$ cat src/rtl/global_controller_if.sv
// global_controller_if: AXI4-Lite slave port bundle for the global controller register block.
interface global_controller_if #(parameter int DW = 32, parameter int AW = 12);
  logic [AW-1:0]   awaddr;
  logic [2:0]      awprot;
  logic            awvalid;
  logic            awready;
  logic [DW-1:0]   wdata;
  logic [DW/8-1:0] wstrb;
  logic            wvalid;
  logic            wready;
  logic            bvalid;
  logic [1:0]      bresp;
  logic            bready;
  logic [AW-1:0]   araddr;
  logic [2:0]      arprot;
  logic            arvalid;
  logic            arready;
  logic [DW-1:0]   rdata;
  logic [1:0]      rresp;
  logic            rvalid;
  logic            rready;
  modport slave (
    input  awaddr, awprot, awvalid, wdata, wstrb, wvalid, bready, araddr, arprot, arvalid, rready,
    output awready, wready, bvalid, bresp, arready, rdata, rresp, rvalid
  );
  modport master (
    output awaddr, awprot, awvalid, wdata, wstrb, wvalid, bready, araddr, arprot, arvalid, rready,
    input  awready, wready, bvalid, bresp, arready, rdata, rresp, rvalid
  );
endinterface

$ cat src/rtl/global_controller.sv
// global_controller: AXI4-Lite register block holding ID/SCRATCH/STALL/START/STATUS/IER for the CGRA.
module global_controller #(
  parameter int AXI_DWIDTH = 32,
  parameter int AXI_AWIDTH = 12
) (
  input  logic                clk,
  input  logic                reset,
  global_controller_if.slave  bus,
  output logic [3:0]          glb_stall,
  output logic                cgra_start,
  input  logic                cgra_done,
  output logic                irq
);
  localparam int DW = AXI_DWIDTH;
  localparam int AW = AXI_AWIDTH;
  typedef enum logic {W_IDLE, W_RESP} w_state_t;
  typedef enum logic {R_IDLE, R_RESP} r_state_t;
  w_state_t        r_wstate, w_wnext;
  r_state_t        r_rstate, w_rnext;
  logic [31:0]     r_scratch;
  logic [3:0]      r_stall;
  logic            r_status, r_ier, r_start;
  logic [1:0]      r_bresp, r_rresp;
  logic [DW-1:0]   r_rdata;
  logic [DW-1:0]   w_mask;
  logic [31:0]     w_rval;
  logic [2:0]      w_widx, w_ridx;
  logic            w_whs, w_rhs, w_wmap, w_rmap, w_we, w_b0, w_unused;
  for (genvar i = 0; i < DW/8; i++) begin : g_mask
    assign w_mask[8*i +: 8] = {8{bus.wstrb[i]}};
  end
  assign w_widx   = bus.awaddr[4:2];
  assign w_ridx   = bus.araddr[4:2];
  assign w_wmap   = (bus.awaddr[AW-1:5] == '0) && (w_widx < 3'd6);
  assign w_rmap   = (bus.araddr[AW-1:5] == '0) && (w_ridx < 3'd6);
  // Both channels must be valid together; the write commits on that single edge.
  assign w_whs    = !reset && (r_wstate == W_IDLE) && bus.awvalid && bus.wvalid;
  assign w_rhs    = bus.arready && bus.arvalid;
  assign w_we     = w_whs && w_wmap;
  assign w_b0     = bus.wstrb[0] && bus.wdata[0];
  assign bus.awready = w_whs;
  assign bus.wready  = w_whs;
  assign bus.bvalid  = (r_wstate == W_RESP);
  assign bus.bresp   = r_bresp;
  assign bus.arready = !reset && (r_rstate == R_IDLE);
  assign bus.rvalid  = (r_rstate == R_RESP);
  assign bus.rdata   = r_rdata;
  assign bus.rresp   = r_rresp;
  assign glb_stall   = r_stall;
  assign cgra_start  = r_start;
  assign irq         = r_status && r_ier;
  assign w_unused    = &{1'b0, bus.awprot, bus.arprot, bus.awaddr[1:0], bus.araddr[1:0]};
  always_comb begin
    w_wnext = (r_wstate == W_IDLE) ? (w_whs ? W_RESP : W_IDLE) : (bus.bready ? W_IDLE : W_RESP);
    w_rnext = (r_rstate == R_IDLE) ? (w_rhs ? R_RESP : R_IDLE) : (bus.rready ? R_IDLE : R_RESP);
    w_rval  = !w_rmap        ? 32'h0 :
              w_ridx == 3'd0 ? 32'h474C_4301 :
              w_ridx == 3'd1 ? r_scratch :
              w_ridx == 3'd2 ? {28'h0, r_stall} :
              w_ridx == 3'd4 ? {31'h0, r_status} :
              w_ridx == 3'd5 ? {31'h0, r_ier} : 32'h0;
  end
  always_ff @(posedge clk) begin
    if (reset) begin
      r_wstate <= W_IDLE;
      r_rstate <= R_IDLE;
    end else begin
      r_wstate <= w_wnext;
      r_rstate <= w_rnext;
    end
  end
  always_ff @(posedge clk) begin
    if (reset) begin
      r_scratch <= '0;
      r_stall   <= 4'hF;
      r_status  <= 1'b0;
      r_ier     <= 1'b0;
      r_start   <= 1'b0;
      r_bresp   <= 2'b00;
      r_rresp   <= 2'b00;
      r_rdata   <= '0;
    end else begin
      if (w_we && w_widx == 3'd1) r_scratch <= (bus.wdata[31:0] & w_mask[31:0]) | (r_scratch & ~w_mask[31:0]);
      if (w_we && w_widx == 3'd2 && bus.wstrb[0]) r_stall <= bus.wdata[3:0];
      if (w_we && w_widx == 3'd5 && bus.wstrb[0]) r_ier <= bus.wdata[0];
      // A done event in the clearing cycle wins, so no completion is lost.
      r_status <= cgra_done || (r_status && !(w_we && w_widx == 3'd4 && w_b0));
      r_start  <= w_we && w_widx == 3'd3 && w_b0;
      if (w_whs) r_bresp <= w_wmap ? 2'b00 : 2'b10;
      if (w_rhs) begin
        r_rdata <= DW'(w_rval);
        r_rresp <= w_rmap ? 2'b00 : 2'b10;
      end
    end
  end
endmodule

$ cat src/flat_wrapper.sv
// flat-port wrapper written by rule: the top's interface ports become plain ports
module global_controller_flat 
#(
  parameter int AXI_DWIDTH = 32,
  parameter int AXI_AWIDTH = 12
)
  (clk, reset, glb_stall, cgra_start, cgra_done, irq, bus_awaddr, bus_awprot, bus_awvalid, bus_wdata, bus_wstrb, bus_wvalid, bus_bready, bus_araddr, bus_arprot, bus_arvalid, bus_rready, bus_awready, bus_wready, bus_bvalid, bus_bresp, bus_arready, bus_rdata, bus_rresp, bus_rvalid);
  global_controller_if #(.DW(32), .AW(12)) bus_i ();
  input  logic clk;
  input  logic reset;
  output logic [3:0] glb_stall;
  output logic cgra_start;
  input  logic cgra_done;
  output logic irq;
  input wire logic [$bits(bus_i.awaddr)-1:0] bus_awaddr;
  input wire logic [$bits(bus_i.awprot)-1:0] bus_awprot;
  input wire logic [$bits(bus_i.awvalid)-1:0] bus_awvalid;
  input wire logic [$bits(bus_i.wdata)-1:0] bus_wdata;
  input wire logic [$bits(bus_i.wstrb)-1:0] bus_wstrb;
  input wire logic [$bits(bus_i.wvalid)-1:0] bus_wvalid;
  input wire logic [$bits(bus_i.bready)-1:0] bus_bready;
  input wire logic [$bits(bus_i.araddr)-1:0] bus_araddr;
  input wire logic [$bits(bus_i.arprot)-1:0] bus_arprot;
  input wire logic [$bits(bus_i.arvalid)-1:0] bus_arvalid;
  input wire logic [$bits(bus_i.rready)-1:0] bus_rready;
  output wire logic [$bits(bus_i.awready)-1:0] bus_awready;
  output wire logic [$bits(bus_i.wready)-1:0] bus_wready;
  output wire logic [$bits(bus_i.bvalid)-1:0] bus_bvalid;
  output wire logic [$bits(bus_i.bresp)-1:0] bus_bresp;
  output wire logic [$bits(bus_i.arready)-1:0] bus_arready;
  output wire logic [$bits(bus_i.rdata)-1:0] bus_rdata;
  output wire logic [$bits(bus_i.rresp)-1:0] bus_rresp;
  output wire logic [$bits(bus_i.rvalid)-1:0] bus_rvalid;
  assign bus_i.awaddr = bus_awaddr;
  assign bus_i.awprot = bus_awprot;
  assign bus_i.awvalid = bus_awvalid;
  assign bus_i.wdata = bus_wdata;
  assign bus_i.wstrb = bus_wstrb;
  assign bus_i.wvalid = bus_wvalid;
  assign bus_i.bready = bus_bready;
  assign bus_i.araddr = bus_araddr;
  assign bus_i.arprot = bus_arprot;
  assign bus_i.arvalid = bus_arvalid;
  assign bus_i.rready = bus_rready;
  assign bus_awready = bus_i.awready;
  assign bus_wready = bus_i.wready;
  assign bus_bvalid = bus_i.bvalid;
  assign bus_bresp = bus_i.bresp;
  assign bus_arready = bus_i.arready;
  assign bus_rdata = bus_i.rdata;
  assign bus_rresp = bus_i.rresp;
  assign bus_rvalid = bus_i.rvalid;
  global_controller #(.AXI_DWIDTH(AXI_DWIDTH), .AXI_AWIDTH(AXI_AWIDTH)) u_core (.clk(clk), .reset(reset), .bus(bus_i), .glb_stall(glb_stall), .cgra_start(cgra_start), .cgra_done(cgra_done), .irq(irq));
endmodule
$ cat config.mk
export PLATFORM = sky130hd
export DESIGN_NAME = global_controller_flat
export DESIGN_NICKNAME = d
export VERILOG_FILES = /design/src/rtl/global_controller_if.sv /design/src/rtl/global_controller.sv /design/src/flat_wrapper.sv
export SDC_FILE = /design/constraint.sdc
export NUM_CORES = 1
export LEC_CHECK = 0
export ABC_AREA = 1
export CAP_MARGIN = 20
export CORE_MARGIN = 10
export CORE_UTILIZATION = 45
export CTS_CLUSTER_DIAMETER = 60
export DETAILED_ROUTE_END_ITERATION = 10
export PLACE_DENSITY = 0.81
export SLEW_MARGIN = 5
export SYNTH_ARGS = -nofsm -noshare
export SYNTH_HDL_FRONTEND = slang
export SYNTH_SLANG_ARGS = --single-unit
$ cat constraint.sdc
create_clock -name clk -period 3.7 [get_ports clk]
set_clock_uncertainty 0.05 [all_clocks]
set_input_delay 0.555 -clock clk [delete_from_list [all_inputs] [get_ports clk]]
set_output_delay 0.555 -clock clk [all_outputs]
set_load 0.05 [all_outputs]
==> results of run 1 <==
layer usage:
metal / GRT usage, % / vias to the layer above
met1: 18.46 / 1491
met3: 5.389 / 17
met2: 29.32 / 91
met4: 6.286 / 0
li1: - / 1713
met5: 0 / -
worst min-delay path by stage:
stage                         startpoint  cells past startpoint                    to  slack [ns]
global route        u_core.bus.rdata[19]                      2  u_core.bus.rdata[19]        0.43
detailed placement  u_core.bus.rdata[19]                      2  u_core.bus.rdata[19]        0.41
CTS                 u_core.bus.rdata[19]                      2  u_core.bus.rdata[19]        0.42
floorplan                u_core.r_status                      2       u_core.r_status        0.40
finish              u_core.bus.rdata[19]                      2  u_core.bus.rdata[19]        0.42
global placement    u_core.bus.rdata[12]                      2  u_core.bus.rdata[12]        0.40
cell type report:
type                       instances  area, sq um
timing repair buffer             112         1104
multi-input combinational        335         1534
inverter                          53        198.9
clock buffer                      11        151.4
fill                             662         2605
sequential                        75         1501
tap                               99        123.9
clock inverter                     4        73.82
where the power goes:
part,switching [mW],internal [mW]
Clock,0.290,0.413
Combinational,0.0957,0.0812
Sequential,0.00373,0.811
cell usage after synthesis, types with 2 or more instances:
master    count  area (sq um)
nand4_1      13         81.33
nor2_4        2         22.52
nor3_1        2         10.01
nand4_4       4         85.08
clkbuf_1     11         41.29
inv_1        51         191.4
buf_1         2         7.510
nand2_1     138         518.0
a21oi_1      35         175.2
o21ai_0      12         60.06
buf_2         3         15.01
dfxtp_1      75          1501
buf_4         7         52.55
nor2_1       84         315.3
nand3_1      33         165.2
buf_6         4         45.04
critical path, delay by kind of cell:
family                 cells  cell delay [ns]
buffers and inverters      4             0.98
AND/OR/NAND/NOR            2             0.26
metrics by stage:
step           power (mW)  cells  util (%)
2_1_floorplan      0.9132    490         -
3_3_place_gp        1.007    674     61.19
3_5_place_dp        1.011    674     61.19
4_1_cts             1.708    689     64.28
5_1_grt             1.762    689     64.28
6_report            1.694    689     64.28
cell families after synthesis:
logic type	Yosys count	synth area share, %
simple gates	285	37.85
buf+inv	80	10.62
flops	75	44.26
compound gates	48	7.156
other cells	1	0.1106
placed cells by master, fill, tap and decap left out:
cell type	count
nand2_2	1
nor2_8	1
clkdlybuf4s50_1	105
and2_1	1
inv_2	1
nand3_1	33
buf_4	7
clkbuf_8	11
dfxtp_1	75
clkinv_1	1
inv_1	51
o21ai_0	12
clkinv_2	1
nor2_4	2
nor2b_1	1
nand4_4	4
nand3b_1	1
nor3b_1	1
nand2_1	138
clkinv_4	1
o31ai_1	1
conb_1	2
nor3_4	1
a21oi_1	35
nor3_1	2
nor2_1	84
nor4_1	1
nand4_1	13
bufinv_16	2
nor3_2	1
==> metrics.txt, run 1 <==
outcome=completed; Slew @ Worst Pin=0.8677 ns; required time of the critical path=between 3 and 4 ns; maximum buffer depth of the clock tree=2; r2r setup slk=1.85 ns; PwrDens=361.5 nW/um^2; CP Data Arrival Time=roughly 1.8 ns; area delta synth->final=38.18%; Clock transition at path regs=0.07 ns; wirelength, routed=9.454 mm; Slowest-stage cell, CP=clkdlybuf4s50_1; Initial DRC Count=117; FFs w/ async S/R, synth=0%; GPL Wtd Cong=0.7605; largest net degree at the start of global routing=42; Max Used Layer=met4; worst-path fanout max=18; layout cells sized above 1=5.593%; CTS tree=built; clock root cell=clkbuf_8; Critical Path End Type=output port; Lkg Pwr=approximately 2 nW; row count=31; vias per cell=between 4 and 5; height of the die=between 100 and 150 microns; startpoint class of the critical path=input port; DP Wirelength=7.068 mm; placed cell area=4462 sq um; routed length per instance=13.72 microns; Die Area=11,410 sq um; worst setup path endpoint=bus_awready; met2 WL=between 4 and 5 mm; worst r2r src=u_core.bus.rvalid; Post-Synthesis Cell Area=approximately 3400 sq um; grt ovf=0; min Tclk post-route=2.411 ns; Post-DRT Antenna Nets=0; initial antenna violation count=0; YS warnings=0; critical path class=input port to output port; Seq/Total Area, Yosys=44.26%; # nets final=between 600 and 700; vias=3,312; DRC Markers=0; wl on met1=between 3 and 4 mm; I/O pin total=121; VDD IR max=0.0001841 V; RSZ-0062 raised after global routing=no; Skew-Pair Late Insertion Delay=0.34 ns; DRT Pass-1 Iters=6; hold crit path type=flip-flop to flip-flop; CP startpoint=reset; Total Routing Usage GR=16.74%; Slew HR=between 40% and 50%; Setup WS pre-CTS=0.9465 ns; Setup Fix Bufs, Post-CTS=0; Post-synth EDFFs=0; # hold bufs at CTS=0; #FFs+latches synth=75; CTS-repair resized insts=0; Finished Cell Area=4687 sq um; pins over their slew limit=0; met3 wire length=571 microns; Core Area=7292 sq um; Worst Reg-to-Reg Cells=6; H-tree Lvls=3; Worst Slack Setup Final=1.289 ns; Final setup violation count=0; Syn Inst Count=between 400 and 500; Fin. Hold Viols=0; vias in the first global route=3,359; ANT cells=0; Final period util=~65%; WHS=0.4161 ns; Slowest Stage Delay on Critical Path=0.43 ns; Starting Density=between 40% and 50%; unique cell type count in the Yosys netlist=29; Main synth FF type=dfxtp_1; Synth Area per Inst=6.937 sq um; total CTS buffers=9; Max Freq=414.8 MHz; # port buffers=108; Critical R2R Capture=u_core.bus.rdata[15]; CP cell instances=clkdlybuf4s50_1, buf_4, clkinv_1, nand2_1, nor2_1, buf_4; Most Frequent Cell on Critical Path=buf_4; max_cap viols=0; Sink Count=75; first-pass GRT wire length=between 15 and 20 mm; Die X=106.8 microns; Setup Total Neg Slack=0 ns
Note: power is estimated with default switching activity, not from simulation.
==> run 2: changes to the inputs <==
==> constraint.sdc (replaced) <==
create_clock -name clk -period 2.4 [get_ports clk]
set_clock_uncertainty 0.05 [all_clocks]
set_input_delay 0.36 -clock clk [delete_from_list [all_inputs] [get_ports clk]]
set_output_delay 0.36 -clock clk [all_outputs]
set_load 0.05 [all_outputs]
==> run 2 against run 1 <==
Wire length down 0.51%. Worst setup slack lost 0.91 ns. Worst hold slack improved by 0.00067 ns. Critical endpoint is now irq. Critical path depth shrank 3.
==> metrics.txt, run 2 (synthesized netlist as in run 1, its figures left out) <==
outcome=completed; Skew-Pair Late Insertion Delay=0.34 ns; DP Wirelength=7.221 mm; Fin. Hold Viols=0; I/O pin total=121; Lkg Pwr=roughly 2.1 nW; Total Routing Usage GR=16.27%; Setup Total Neg Slack=0 ns; most common cell after layout, fill and taps aside=nand2_1; critical path class=flip-flop to output port; first-pass GRT wire length=15.28 mm; Clock transition at path regs=~0.080 ns; initial antenna violation count=0; clock root cell=clkbuf_8; Worst path top cell family by delay=buffers and inverters; H-tree Lvls=3; Starting Density=46.52%; Buf/Inv on CP=2; overall power=2.649 mW; Inst Count DP=between 600 and 700; required time of the critical path=1.99 ns; global-route track usage on met1=~18%; row count=31; Worst Reg-to-Reg Cells=6; CP Depth=3; DRC Markers=0; Final setup violation count=0; GR Util met3=4.910%; worst-path fanout max=3; hold crit path type=flip-flop to flip-flop; CP Data Arrival Time=1.61 ns; Non-Filler Instances=approximately 700; Critical Path End Type=output port; Slew HR=a little over three fifths; met2 track utilization from global routing=about 29%; CTS tree=built; ANT cells=0; startpoint class of the critical path=flip-flop; Post-DRT Antenna Nets=0; commonest non-fill, non-tap cells in the layout=nand2_1 (138), clkdlybuf4s50_1 (105), nor2_1 (84), dfxtp_1 (75), inv_1 (51); PwrDens=approximately 560 nW/um^2; Setup Fix Bufs, Post-CTS=0; GPL Wtd Cong=0.7753; RSZ-0062 raised after global routing=no; vias per cell=roughly 4.8; CTS-repair resized insts=0; pins over their slew limit=0; Sink Count=75; Core Area=about 7300 sq um; # hold bufs at CTS=0; routed length per instance=13.48 microns; DRT Pass-1 Iters=4; # nets final=668; total CTS buffers=9; Final period util=84.13%; Slowest-stage cell, CP=clkdlybuf4s50_1; wirelength, routed=9.406 mm; Die Area=approximately 11,000 sq um; vias=3,318; VDD IR max=between 0.0004 and 0.0005 V; area delta synth->final=40.58%; layout cells sized above 1=7.012%; vias in the first global route=3,228; GRT busiest layer=met2; Die X=about 110 microns; min Tclk post-route=2.019 ns; maximum buffer depth of the clock tree=2; # port buffers=around 110; height of the die=106.8 microns; Initial DRC Count=roughly 120; grt ovf=0; CP cell instances=nand2_1, inv_1, clkdlybuf4s50_1; max_cap viols=0; largest net degree at the start of global routing=between 40 and 50; Slew @ Worst Pin=0.5494 ns; Slowest Stage Delay on Critical Path=0.79 ns; Max Freq=495.3 MHz; Hold Path Depth=2
## run 2: power by group
part / switching [mW] / internal (mW) / leakage (nW)
clock: 0.486 / 0.627 / 0.115
combinational: 0.148 / 0.133 / 1.37
sequential: 0.00543 / 1.25 / 0.605
total: 0.640 / 2.01 / 2.09
## run 2: worst register-to-register path, stage by stage (launching register included)
cell and delay [ns]:
dfxtp_1 0.33, nor2_1 0.09, nand2_1 0.18, nor3_1 0.35
nand3_1 0.23, nand2_1 0.12, nand3_1 0.07
## run 2: area by class of cell
type | count | area, sq um
Clock buffer | 10 | 137.6
Multi-Input combinational cell | 335 | 1534
Inverter | 53 | 198.9
Tap cell | 99 | 123.9
Sequential cell | 75 | 1501
Fill cell | 685 | 2524
Clock inverter | 6 | 96.34
Timing Repair Buffer | 120 | 1176
## run 2: per-stage QoR
step	setup WS (ns)	hold WS [ns]	util, %	cell area (sq um)
3_3_place_gp	0.2907	0.4015	62.18	4534
5_1_grt	0.3171	0.4380	65.39	4768
4_1_cts	0.3533	0.4170	65.39	4768
2_1_floorplan	0.2609	0.4028	-	3396
6_report	0.3809	0.4168	65.39	4768
3_5_place_dp	0.2216	0.4041	62.18	4534
## run 2: path summary, 6_finish.rpt
kind                                          start                   to  slack, ns
worst min register to register  u_core.bus.rdata[7]  u_core.bus.rdata[7]       0.42
worst max register to register    u_core.bus.bvalid  u_core.glb_stall[0]       0.86
worst min-delay path            u_core.bus.rdata[7]  u_core.bus.rdata[7]       0.42
worst max-delay path                u_core.r_status                  irq       0.38
## run 2: routing by layer
metal / share of wire (%) / wire [microns] / up-vias
met2: 51 / 4797 / 92
li1: - / - / 1736
met1: 40 / 3766 / 1478
met5: 0 / 0 / -
met3: 7.4 / 697 / 12
met4: 1.5 / 144 / 0
==> run 3: changes to the inputs <==
--- a/config.mk
+++ b/config.mk
@@ -8,10 +8,10 @@
 export ABC_AREA = 1
 export CAP_MARGIN = 20
 export CORE_MARGIN = 10
-export CORE_UTILIZATION = 45
+export CORE_UTILIZATION = 41
 export CTS_CLUSTER_DIAMETER = 60
 export DETAILED_ROUTE_END_ITERATION = 10
-export PLACE_DENSITY = 0.81
+export PLACE_DENSITY = 0.78
 export SLEW_MARGIN = 5
 export SYNTH_ARGS = -nofsm -noshare
 export SYNTH_HDL_FRONTEND = slang
==> constraint.sdc (replaced) <==
create_clock -name clk -period 1.85 [get_ports clk]
set_clock_uncertainty 0.05 [all_clocks]
set_input_delay 0.2775 -clock clk [delete_from_list [all_inputs] [get_ports clk]]
set_output_delay 0.2775 -clock clk [all_outputs]
set_load 0.05 [all_outputs]
==> run 3 against run 2 <==
Register-to-register slack worse by 0.48 ns. Wire length rose by 1.8%. Count of clock-buffer cells in the layout down 1. Sequential share of layout area decreased by 0.87 points. Flip-flop and latch count is the same. Global-route usage down 1.2 points. Via count is 2.3% higher. Clock power increased by 16%. Critical path depth fell by 2. Sequential power rose by 29%. Final area grew 2.8%. Critical path type unchanged.
==> metrics.txt, run 3 (synthesized netlist as in run 1, its figures left out) <==
most common cell after layout, fill and taps aside=nand2_1; Inst Count DP=a little over 700; Final period util=97.51%; ANT cells=0; Hold Path Depth=2; routed length per instance=13.30 microns; VDD IR max=around 0.00036 V; layout cells sized above 1=13.01%; grt ovf=0; critical path class=flip-flop to output port; Slowest Stage Delay on Critical Path=0.80 ns; worst-path fanout max=2; Setup WS pre-CTS=-0.08236 ns; Worst Reg-to-Reg Cells=7; vias in the first global route=3,419; RSZ-0062 raised after global routing=no; Initial DRC Count=around 190; pins over their slew limit=0; Slew HR=64.60%; CP Depth=1; DRC Markers=0; placed cell area=4687 sq um; row count=33; Buf/Inv on CP=1; vias=roughly 3,400; maximum buffer depth of the clock tree=2; startpoint class of the critical path=flip-flop; hold crit path type=flip-flop to flip-flop; Worst path top cell family by delay=buffers and inverters; required time of the critical path=1.52 ns; clock root cell=clkbuf_8; Hold Crit Endpoint=u_core.bus.rdata[13]; Clock transition at path regs=0.08 ns; Total Routing Usage GR=between 10% and 20%; Worst Slack Setup Final=between 0.04 and 0.05 ns; H-tree Lvls=3; Post-DRT Antenna Nets=0; Max Freq=554.3 MHz; CP Data Arrival Time=1.48 ns; Final setup violation count=0; CP cell instances=clkdlybuf4s50_1; Core Area=8134 sq um; hold_sp=u_core.bus.rdata[13]; Non-Filler Instances=720; vias per cell=4.713; wirelength, routed=9.578 mm; commonest non-fill, non-tap cells in the layout=nand2_1 (138), nor2_1 (83), dfxtp_1 (75), clkdlybuf4s50_1 (70), inv_1 (51); r2r setup slk=0.38 ns; max_cap viols=0; CTS tree=built; Fin. Hold Viols=0; Lkg Pwr=2.380 nW; first-pass GRT wire length=15.75 mm; # nets final=684; DRT Pass-1 Iters=4; Skew-Pair Late Insertion Delay=0.34 ns; Sink Count=75; DP Wirelength=7.378 mm; largest net degree at the start of global routing=42; height of the die=111.0 microns; area delta synth->final=44.56%; fill cell count=748; Setup Total Neg Slack=0 ns; initial antenna violation count=0; outcome=completed; Critical Path End Type=output port; I/O pin total=between 100 and 150; GPL Wtd Cong=roughly 0.8; PwrDens=677.0 nW/um^2; # port buffers=108; Starting Density=41.70%; Slew @ Worst Pin=0.5301 ns; min Tclk post-route=roughly 1.8 ns; Core Util, Final=60.28%; Slowest-stage cell, CP=clkdlybuf4s50_1; total CTS buffers=9; Finished Cell Area=4903 sq um; Die X=111.0 microns; Die Area=12,310 sq um; worst r2r src=u_core.bus.bvalid
[run 3: changes by cell type in the layout (fill, tap and decap cells not counted), moves of 6 or more]
cell	previous run	this run
clkdlybuf4s50_1	105	70
buf_4	14	45
dlygate4sd2_1	0	7
dlymetal6s2s_1	0	7
buf_12	1	7
[run 3: worst max-delay path by stage]
stage                    startpoint                    to  slack [ns]
2_1_floorplan     u_core.bus.rvalid  u_core.bus.rdata[12]        0.04
3_3_place_gp                  reset             flip-flop       -0.04
3_5_place_dp                  reset             flip-flop       -0.08
4_1_cts        u_core.bus.rdata[16]         bus_rdata[16]       0.003
5_1_grt         u_core.bus.rdata[6]          bus_rdata[6]      0.0005
6_report        u_core.bus.rdata[4]          bus_rdata[4]        0.05
[run 3: repair_timing]
| item | CTS | global route |
|---|---|---|
| setup endpoints to repair | 7 | 7 |
| hold buffers | 0 | 0 |
| buffers inserted | 0 | 0 |
| gates resized for setup | 7 | 7 |
[run 3: per-layer routing]
metal,wire length [microns],GRT usage [%],vias up
met5,0,0,-
met4,129,4.601,0
met3,581,4.600,8
met2,4946,27.48,95
met1,3919,16.29,1523
li1,-,-,1767
[run 3: through the flow]
| step | power (mW) | hold WS (ns) |
|---|---|---|
| after floorplan | 1.827 | 0.3294 |
| after global placement | 2.060 | 0.4018 |
| after detailed placement | 2.066 | 0.4067 |
| after CTS | 3.354 | 0.4170 |
| after global routing | 3.448 | 0.4347 |
| final | 3.320 | 0.4138 |
[run 3: final cells by class]
| type | instances | area [sq um] | share of cell area, % |
|---|---|---|---|
| Timing Repair Buffer | 136 | 1328 | 27.07 |
| Inverter | 53 | 198.9 | 4.057 |
| Clock inverter | 7 | 83.83 | 1.710 |
| Sequential cell | 75 | 1501 | 30.62 |
| Multi-Input combinational cell | 335 | 1536 | 31.33 |
| Clock buffer | 9 | 123.9 | 2.526 |
| Tap cell | 105 | 131.4 | 2.679 |
[run 3: power by group]
group          internal [mW]  leakage (nW)  switching [mW]  total (mW)
Clock                  0.646         0.102           0.646        1.29
Combinational          0.200          1.67           0.200       0.399
Sequential              1.62         0.605         0.00680        1.63
Total                   2.47          2.38           0.852        3.32
